**src/rtl/ecc_scrub_ctrl_if.sv**
```systemverilog
// Memory port of the ECC scrubber: the controller issues single-beat reads and writes,
// and the memory returns read data some cycles later.
interface ecc_scrub_ctrl_if #(
  parameter int ADDR_W = 8
);
  // Handshake: mem_req is a one-cycle strobe with no back-pressure, and mem_we selects
  // write or read. A read completes when mem_rvalid pulses with mem_rdata in any later cycle.
  logic              mem_req;
  logic              mem_we;
  logic [ADDR_W-1:0] mem_addr;
  logic [15:0]       mem_wdata;
  logic [15:0]       mem_rdata;
  logic              mem_rvalid;

  modport master (
    output mem_req, mem_we, mem_addr, mem_wdata,
    input  mem_rdata, mem_rvalid
  );

  modport slave (
    input  mem_req, mem_we, mem_addr, mem_wdata,
    output mem_rdata, mem_rvalid
  );
endinterface

```
**src/rtl/ecc_scrub_ctrl.sv**
```systemverilog
// Walks the whole memory once per start, checks each word through the shared SECDED decoder,
// writes back corrected single-bit errors and logs uncorrectable words.
module ecc_scrub_ctrl #(
  parameter int ADDR_W  = 8,
  parameter int TIMEOUT = 15
) (
  input  logic              clk,
  input  logic              rst,
  input  logic              start,
  input  logic              abort,
  output logic              busy,
  output logic              done,
  ecc_scrub_ctrl_if.master  mem,
  output logic [15:0]       dec_codeword,
  input  logic              dec_sed,
  input  logic              dec_ded,
  input  logic [15:0]       dec_corrected,
  output logic [15:0]       sec_count,
  output logic [15:0]       ded_count,
  output logic              ded_seen,
  output logic [ADDR_W-1:0] ded_addr,
  output logic              timeout_err,
  output logic [2:0]        state_dbg
);

  localparam logic [2:0] IDLE   = 3'd0;
  localparam logic [2:0] READ   = 3'd1;
  localparam logic [2:0] WAIT   = 3'd2;
  localparam logic [2:0] CHECK  = 3'd3;
  localparam logic [2:0] WRITE  = 3'd4;
  localparam logic [2:0] NEXT   = 3'd5;
  localparam logic [2:0] FINISH = 3'd6;

  localparam int WAIT_W = (TIMEOUT > 1) ? $clog2(TIMEOUT) : 1;
  localparam logic [WAIT_W-1:0] WAIT_LAST = WAIT_W'(TIMEOUT - 1);

  logic [2:0]        state_q;
  logic [ADDR_W-1:0] addr_q;
  logic [WAIT_W-1:0] wait_q;
  logic [15:0]       word_q;
  logic [15:0]       wr_q;
  logic [15:0]       sec_q;
  logic [15:0]       ded_q;
  logic              seen_q;
  logic [ADDR_W-1:0] daddr_q;
  logic              to_q;

  always_ff @(posedge clk) begin
    if (rst) begin
      state_q <= IDLE;
      addr_q  <= '0;
      wait_q  <= '0;
      word_q  <= '0;
      wr_q    <= '0;
      sec_q   <= '0;
      ded_q   <= '0;
      seen_q  <= 1'b0;
      daddr_q <= '0;
      to_q    <= 1'b0;
    end else if (abort && (state_q != IDLE)) begin
      // Abort drops the pass on the spot; counters and flags keep their values.
      state_q <= IDLE;
    end else begin
      case (state_q)
        IDLE: begin
          if (start) begin
            state_q <= READ;
            addr_q  <= '0;
            sec_q   <= '0;
            ded_q   <= '0;
            seen_q  <= 1'b0;
            daddr_q <= '0;
            to_q    <= 1'b0;
          end
        end
        READ: begin
          wait_q  <= '0;
          state_q <= WAIT;
        end
        WAIT: begin
          if (mem.mem_rvalid) begin
            word_q  <= mem.mem_rdata;
            state_q <= CHECK;
          end else if (wait_q == WAIT_LAST) begin
            to_q    <= 1'b1;
            state_q <= FINISH;
          end else begin
            wait_q <= wait_q + 1'b1;
          end
        end
        CHECK: begin
          if (dec_ded) begin
            if (ded_q != 16'hFFFF) ded_q <= ded_q + 16'd1;
            if (!seen_q) begin
              seen_q  <= 1'b1;
              daddr_q <= addr_q;
            end
            state_q <= NEXT;
          end else if (dec_sed) begin
            if (sec_q != 16'hFFFF) sec_q <= sec_q + 16'd1;
            wr_q    <= dec_corrected;
            state_q <= WRITE;
          end else begin
            state_q <= NEXT;
          end
        end
        WRITE: state_q <= NEXT;
        NEXT: begin
          if (addr_q == {ADDR_W{1'b1}}) begin
            state_q <= FINISH;
          end else begin
            addr_q  <= addr_q + 1'b1;
            state_q <= READ;
          end
        end
        FINISH:  state_q <= IDLE;
        default: state_q <= IDLE;
      endcase
    end
  end

  assign busy          = (state_q != IDLE);
  assign done          = (state_q == FINISH);
  assign mem.mem_req   = (state_q == READ) || (state_q == WRITE);
  assign mem.mem_we    = (state_q == WRITE);
  assign mem.mem_addr  = addr_q;
  assign mem.mem_wdata = (state_q == WRITE) ? wr_q : 16'h0000;
  assign dec_codeword  = word_q;
  assign sec_count     = sec_q;
  assign ded_count     = ded_q;
  assign ded_seen      = seen_q;
  assign ded_addr      = daddr_q;
  assign timeout_err   = to_q;
  assign state_dbg     = state_q;

endmodule

```
**src/flat_wrapper.sv**
```systemverilog
// flat-port wrapper written by rule: the top's interface ports become plain ports
module ecc_scrub_ctrl_flat 
#(
  parameter int ADDR_W  = 8,
  parameter int TIMEOUT = 15
)
  (clk, rst, start, abort, busy, done, dec_codeword, dec_sed, dec_ded, dec_corrected, sec_count, ded_count, ded_seen, ded_addr, timeout_err, state_dbg, mem_mem_req, mem_mem_we, mem_mem_addr, mem_mem_wdata, mem_mem_rdata, mem_mem_rvalid);
  ecc_scrub_ctrl_if #(.ADDR_W(ADDR_W)) mem_i ();
  input  logic clk;
  input  logic rst;
  input  logic start;
  input  logic abort;
  output logic busy;
  output logic done;
  output logic [15:0] dec_codeword;
  input  logic dec_sed;
  input  logic dec_ded;
  input  logic [15:0] dec_corrected;
  output logic [15:0] sec_count;
  output logic [15:0] ded_count;
  output logic ded_seen;
  output logic [ADDR_W-1:0] ded_addr;
  output logic timeout_err;
  output logic [2:0] state_dbg;
  output wire logic [$bits(mem_i.mem_req)-1:0] mem_mem_req;
  output wire logic [$bits(mem_i.mem_we)-1:0] mem_mem_we;
  output wire logic [$bits(mem_i.mem_addr)-1:0] mem_mem_addr;
  output wire logic [$bits(mem_i.mem_wdata)-1:0] mem_mem_wdata;
  input wire logic [$bits(mem_i.mem_rdata)-1:0] mem_mem_rdata;
  input wire logic [$bits(mem_i.mem_rvalid)-1:0] mem_mem_rvalid;
  assign mem_mem_req = mem_i.mem_req;
  assign mem_mem_we = mem_i.mem_we;
  assign mem_mem_addr = mem_i.mem_addr;
  assign mem_mem_wdata = mem_i.mem_wdata;
  assign mem_i.mem_rdata = mem_mem_rdata;
  assign mem_i.mem_rvalid = mem_mem_rvalid;
  ecc_scrub_ctrl #(.ADDR_W(ADDR_W), .TIMEOUT(TIMEOUT)) u_core (.clk(clk), .rst(rst), .start(start), .abort(abort), .busy(busy), .done(done), .mem(mem_i), .dec_codeword(dec_codeword), .dec_sed(dec_sed), .dec_ded(dec_ded), .dec_corrected(dec_corrected), .sec_count(sec_count), .ded_count(ded_count), .ded_seen(ded_seen), .ded_addr(ded_addr), .timeout_err(timeout_err), .state_dbg(state_dbg));
endmodule
```
**config.mk**
```make
export PLATFORM = sky130hd
export DESIGN_NAME = ecc_scrub_ctrl_flat
export DESIGN_NICKNAME = d
export VERILOG_FILES = /design/src/rtl/ecc_scrub_ctrl_if.sv /design/src/rtl/ecc_scrub_ctrl.sv /design/src/flat_wrapper.sv
export SDC_FILE = /design/constraint.sdc
export NUM_CORES = 1
export LEC_CHECK = 0
export CAP_MARGIN = 5
export CORE_MARGIN = 2
export CORE_UTILIZATION = 45
export CTS_CLUSTER_SIZE = 24
export DETAILED_ROUTE_END_ITERATION = 8
export PLACE_DENSITY = 0.78
export SLEW_MARGIN = 25
export SYNTH_ARGS = -nofsm -noshare
export SYNTH_HDL_FRONTEND = slang
export SYNTH_SLANG_ARGS = --single-unit
export TNS_END_PERCENT = 100
```
**constraint.sdc**
```tcl
create_clock -name clk -period 2.1 [get_ports clk]
set_input_delay 0.42 -clock clk [delete_from_list [all_inputs] [get_ports clk]]
set_output_delay 0.42 -clock clk [all_outputs]
set_load 0.01 [all_outputs]
```
==> flow_metrics.tcl, run 1 <==
set metrics [dict create \
    status "finished clean" \
    drtAntennaViolNets 0 \
    wl_per_cell_um 15.45 \
    gp_congestion 0.8559 \
    maxSlewHeadroom_pct 60.89 \
    start_util_pct 46.85 \
    rsz0062_at_grt "false" \
    drt-total-wl_um 12100 \
    sw_frac_of_total_pct 23.71 \
    max_freq_mhz 486.1 \
    dp_hpwl_um 8763 \
    async_reset_ff_share_pct 0 \
    finalPower_mw 3.459 \
    fin_skew_ns 0.01107 \
    required_ns 2.38 \
    yosys_warnings 0 \
    syn_inst 518 \
    grt_pass1_vias 4080 \
    port_buffers 127 \
    pwr-share-seq_pct 49.7 \
    cap_violations 0 \
    routed_via_density 5.630 \
    firstDrtPassIters 5 \
    grt_pass1_wl_um 19340 \
    synth_area_um2 4125 \
    num_rows 34 \
    dieWidth_um 99.75 \
    fin_crit_ns 2.057 \
    clockBufferDepth 2 \
    synth_nets 562 \
    tritoncts "built" \
    ir_worst_vdd_mv 0.4702 \
    die_area_um2 9949 \
    min_path_type "primary input to flop" \
    power_density_nw_per_um2 569.8 \
    seq_area_frac_synth_pct 43.19 \
    crit_type "primary input to flop" \
    switching_power_mw 0.8200 \
    cts_sinks 89 \
    setup_viol 0 \
    tightestPinTransition_ns 0.5813 \
    grt_start_max_net_pins 43 \
    path_max_fanout 8 \
    ys.flop_type "dfxtp_1" \
    drc_errors 0 \
    fin_crit_sh_pct 97.96 \
    overflow 0 \
    start_kind "primary input" \
    nNetsFinal 715 \
    htreeDepth 3 \
    synth_area_per_cell_um2 7.964 \
    cts_buffers 9 \
    drv_slew 0 \
    hold_viol_final 0 \
    synth-seq-cells 89 \
    comb_power_share_pct 12.0 \
    cts_root_buffer "clkbuf_8" \
    critPathArrivalTime_ns 2.34 \
    antennaDiodeCount 0 \
    fin_tns_setup_ns 0 \
    ios 128 \
    clkTransAtPathRegs_ns 0.09 \
    via_count 4408 \
    drt-initial-drc-count 174 \
    die_h_um 99.75 \
    coreArea_um2 8806 \
    fin_util_pct 68.94 \
    crit_path_end_kind "flop" \
    antenna_found_initial 0 \
    p_clk_share_pct 38.2 \
    ys_types 53 \
    p_leak_nw 2.212 \
    power.internal_mw 2.639 \
    grt.total_usage_pct 23.76 \
    synth_edf_count 0 \
    drive_above_1_share_pct 12.59 \
    area_growth_pct 47.16 \
    clk_latency_ns 0.35 \
]
## what timing repair did
action / CTS / global route
setup buffers: 1 / 0
endpoints found under the setup margin: 23 / 35
gates resized for setup: 35 / 19
hold buffers: 0 / 0
cloned: 1 / 0
pin swaps: 1 / 2
## cells in the mapped netlist (all sizes together) (6+ instances only)
cell type | n | area, um2
nand2 | 95 | 359.1
dfxtp | 89 | 1782
a21oi | 66 | 337.8
nor2 | 46 | 172.7
clkbuf | 23 | 86.33
nand3 | 23 | 115.1
and2 | 18 | 112.6
o21ai | 18 | 90.08
xnor2 | 11 | 96.34
a22o | 10 | 87.58
a311oi | 10 | 87.58
nand4 | 9 | 56.30
nor3 | 8 | 40.04
a31oi | 7 | 43.79
and3 | 7 | 43.79
buf | 6 | 37.53
inv | 6 | 22.52
nor4 | 6 | 56.31
## sequential cells by signal, indices dropped and copies added, names as in the netlist
signal               cells
u_core.sec_count        16
u_core.mem.mem_addr      8
u_core.wait_q            4
u_core.ded_addr          8
u_core.ded_seen          1
u_core.timeout_err       1
u_core.dec_codeword     16
u_core.state_dbg         3
u_core.wr_q             16
u_core.ded_count        16
## metrics by stage
stage,area [um2],worst slack [ns],std cells,hold slack [ns]
after global routing,6071,0.002417,783,0.4435
final,6071,0.04287,783,0.4453
after global placement,5739,-0.3330,766,0.4372
after floorplan,4125,0.05077,518,0.4317
after CTS,6012,-0.002666,783,0.4381
after detailed placement,5739,-0.3848,766,0.4429
## power by group through the flow
stage	Clock (mW)	Combinational [mW]	Sequential [mW]
5_1_grt	1.42	0.451	1.72
4_1_cts	1.34	0.413	1.72
3_5_place_dp	0	0.405	1.76
2_1_floorplan	0	0.189	1.76
6_report	1.32	0.416	1.72
3_3_place_gp	0	0.396	1.76
## final timing paths
path                             from                    to  slack, ns  cells after the start
setup / recovery                abort  u_core.sec_count[10]       0.04                      6
hold / removal                    rst   u_core.sec_count[5]       0.45                      2
setup reg to reg  u_core.state_dbg[1]  u_core.sec_count[10]       0.08                      6
hold reg to reg       u_core.wr_q[14]       u_core.wr_q[14]       0.45                      2
## critical path, cell delays in order
cell and delay [ns]:
clkdlybuf4s50_1 0.42, or4_4 0.55, a22o_4 0.30, buf_4 0.16
or3_1 0.35, a21oi_1 0.14
## kinds of logic (layout without fill, tap and decap cells)
logic type | count (synthesis) | count (layout) | synth area share (%)
buffers and inverters | 35 | 192 | 3.548
multiplexers | 1 | 1 | 0.2427
adder cells (fa/ha/maj) | 5 | 5 | 1.517
AND/OR/NAND/NOR | 239 | 239 | 28.00
XOR/XNOR | 12 | 12 | 2.548
flip-flops | 89 | 89 | 43.19
AO/OA/AOI/OAI | 137 | 137 | 20.96
## per-layer routing
| layer | global-route usage [%] | vias up | share of wire (%) |
|---|---|---|---|
| li1 | - | 2145 | - |
| met1 | 29.54 | 2112 | 43 |
| met2 | 41.58 | 137 | 51 |
| met3 | 4.427 | 14 | 4.8 |
| met4 | 7.587 | 0 | 1.5 |
| met5 | 0 | - | 0 |
## layout by cell type, fill, tap and decap left out, types with 5 or more instances in the layout
cell type and n:
a21o_1 5, a21oi_1 63, a22o_1 9, a311oi_1 10, a31oi_1 7, a41oi_1 5
and2_1 18, and3_1 7, buf_4 39, clkbuf_8 11, clkdlybuf4s15_1 5, clkdlybuf4s50_1 105
dfxtp_1 85, dlygate4sd2_1 13, inv_1 6, nand2_1 94, nand3_1 22, nand4_1 9
nor2_1 46, nor3_1 7, o21ai_0 17, xnor2_1 11
## layout make-up
| cell class | count | area (um2) |
|---|---|---|
| multi-input cells | 394 | 2283 |
| flip-flops and latches | 89 | 1794 |
| repair buffers | 171 | 1608 |
| inverters | 6 | 22.52 |
| fillers | 741 | 2735 |
| clock buffers | 11 | 151.4 |
| clock inverters | 4 | 76.32 |
| well taps | 108 | 135.1 |
(Power assumes the default switching activity.)
==> inputs of run 2 (changes only) <==
--- a/config.mk
+++ b/config.mk
@@ -5,6 +5,7 @@
 export SDC_FILE = /design/constraint.sdc
 export NUM_CORES = 1
 export LEC_CHECK = 0
+export ABC_CLOCK_PERIOD_IN_PS = 2100
 export CAP_MARGIN = 5
 export CORE_MARGIN = 2
 export CORE_UTILIZATION = 45
==> results of run 2 <==
The final DEF is identical to that of run 1; final timing and power are the same.
==> inputs of run 3 (changes only) <==
--- a/config.mk
+++ b/config.mk
@@ -11,6 +11,7 @@
 export CORE_UTILIZATION = 45
 export CTS_CLUSTER_SIZE = 24
 export DETAILED_ROUTE_END_ITERATION = 8
+export HOLD_SLACK_MARGIN = 0.05
 export PLACE_DENSITY = 0.78
 export SLEW_MARGIN = 25
 export SYNTH_ARGS = -nofsm -noshare
==> results of run 3 <==
The final DEF is identical to that of run 1; final timing and power are the same.
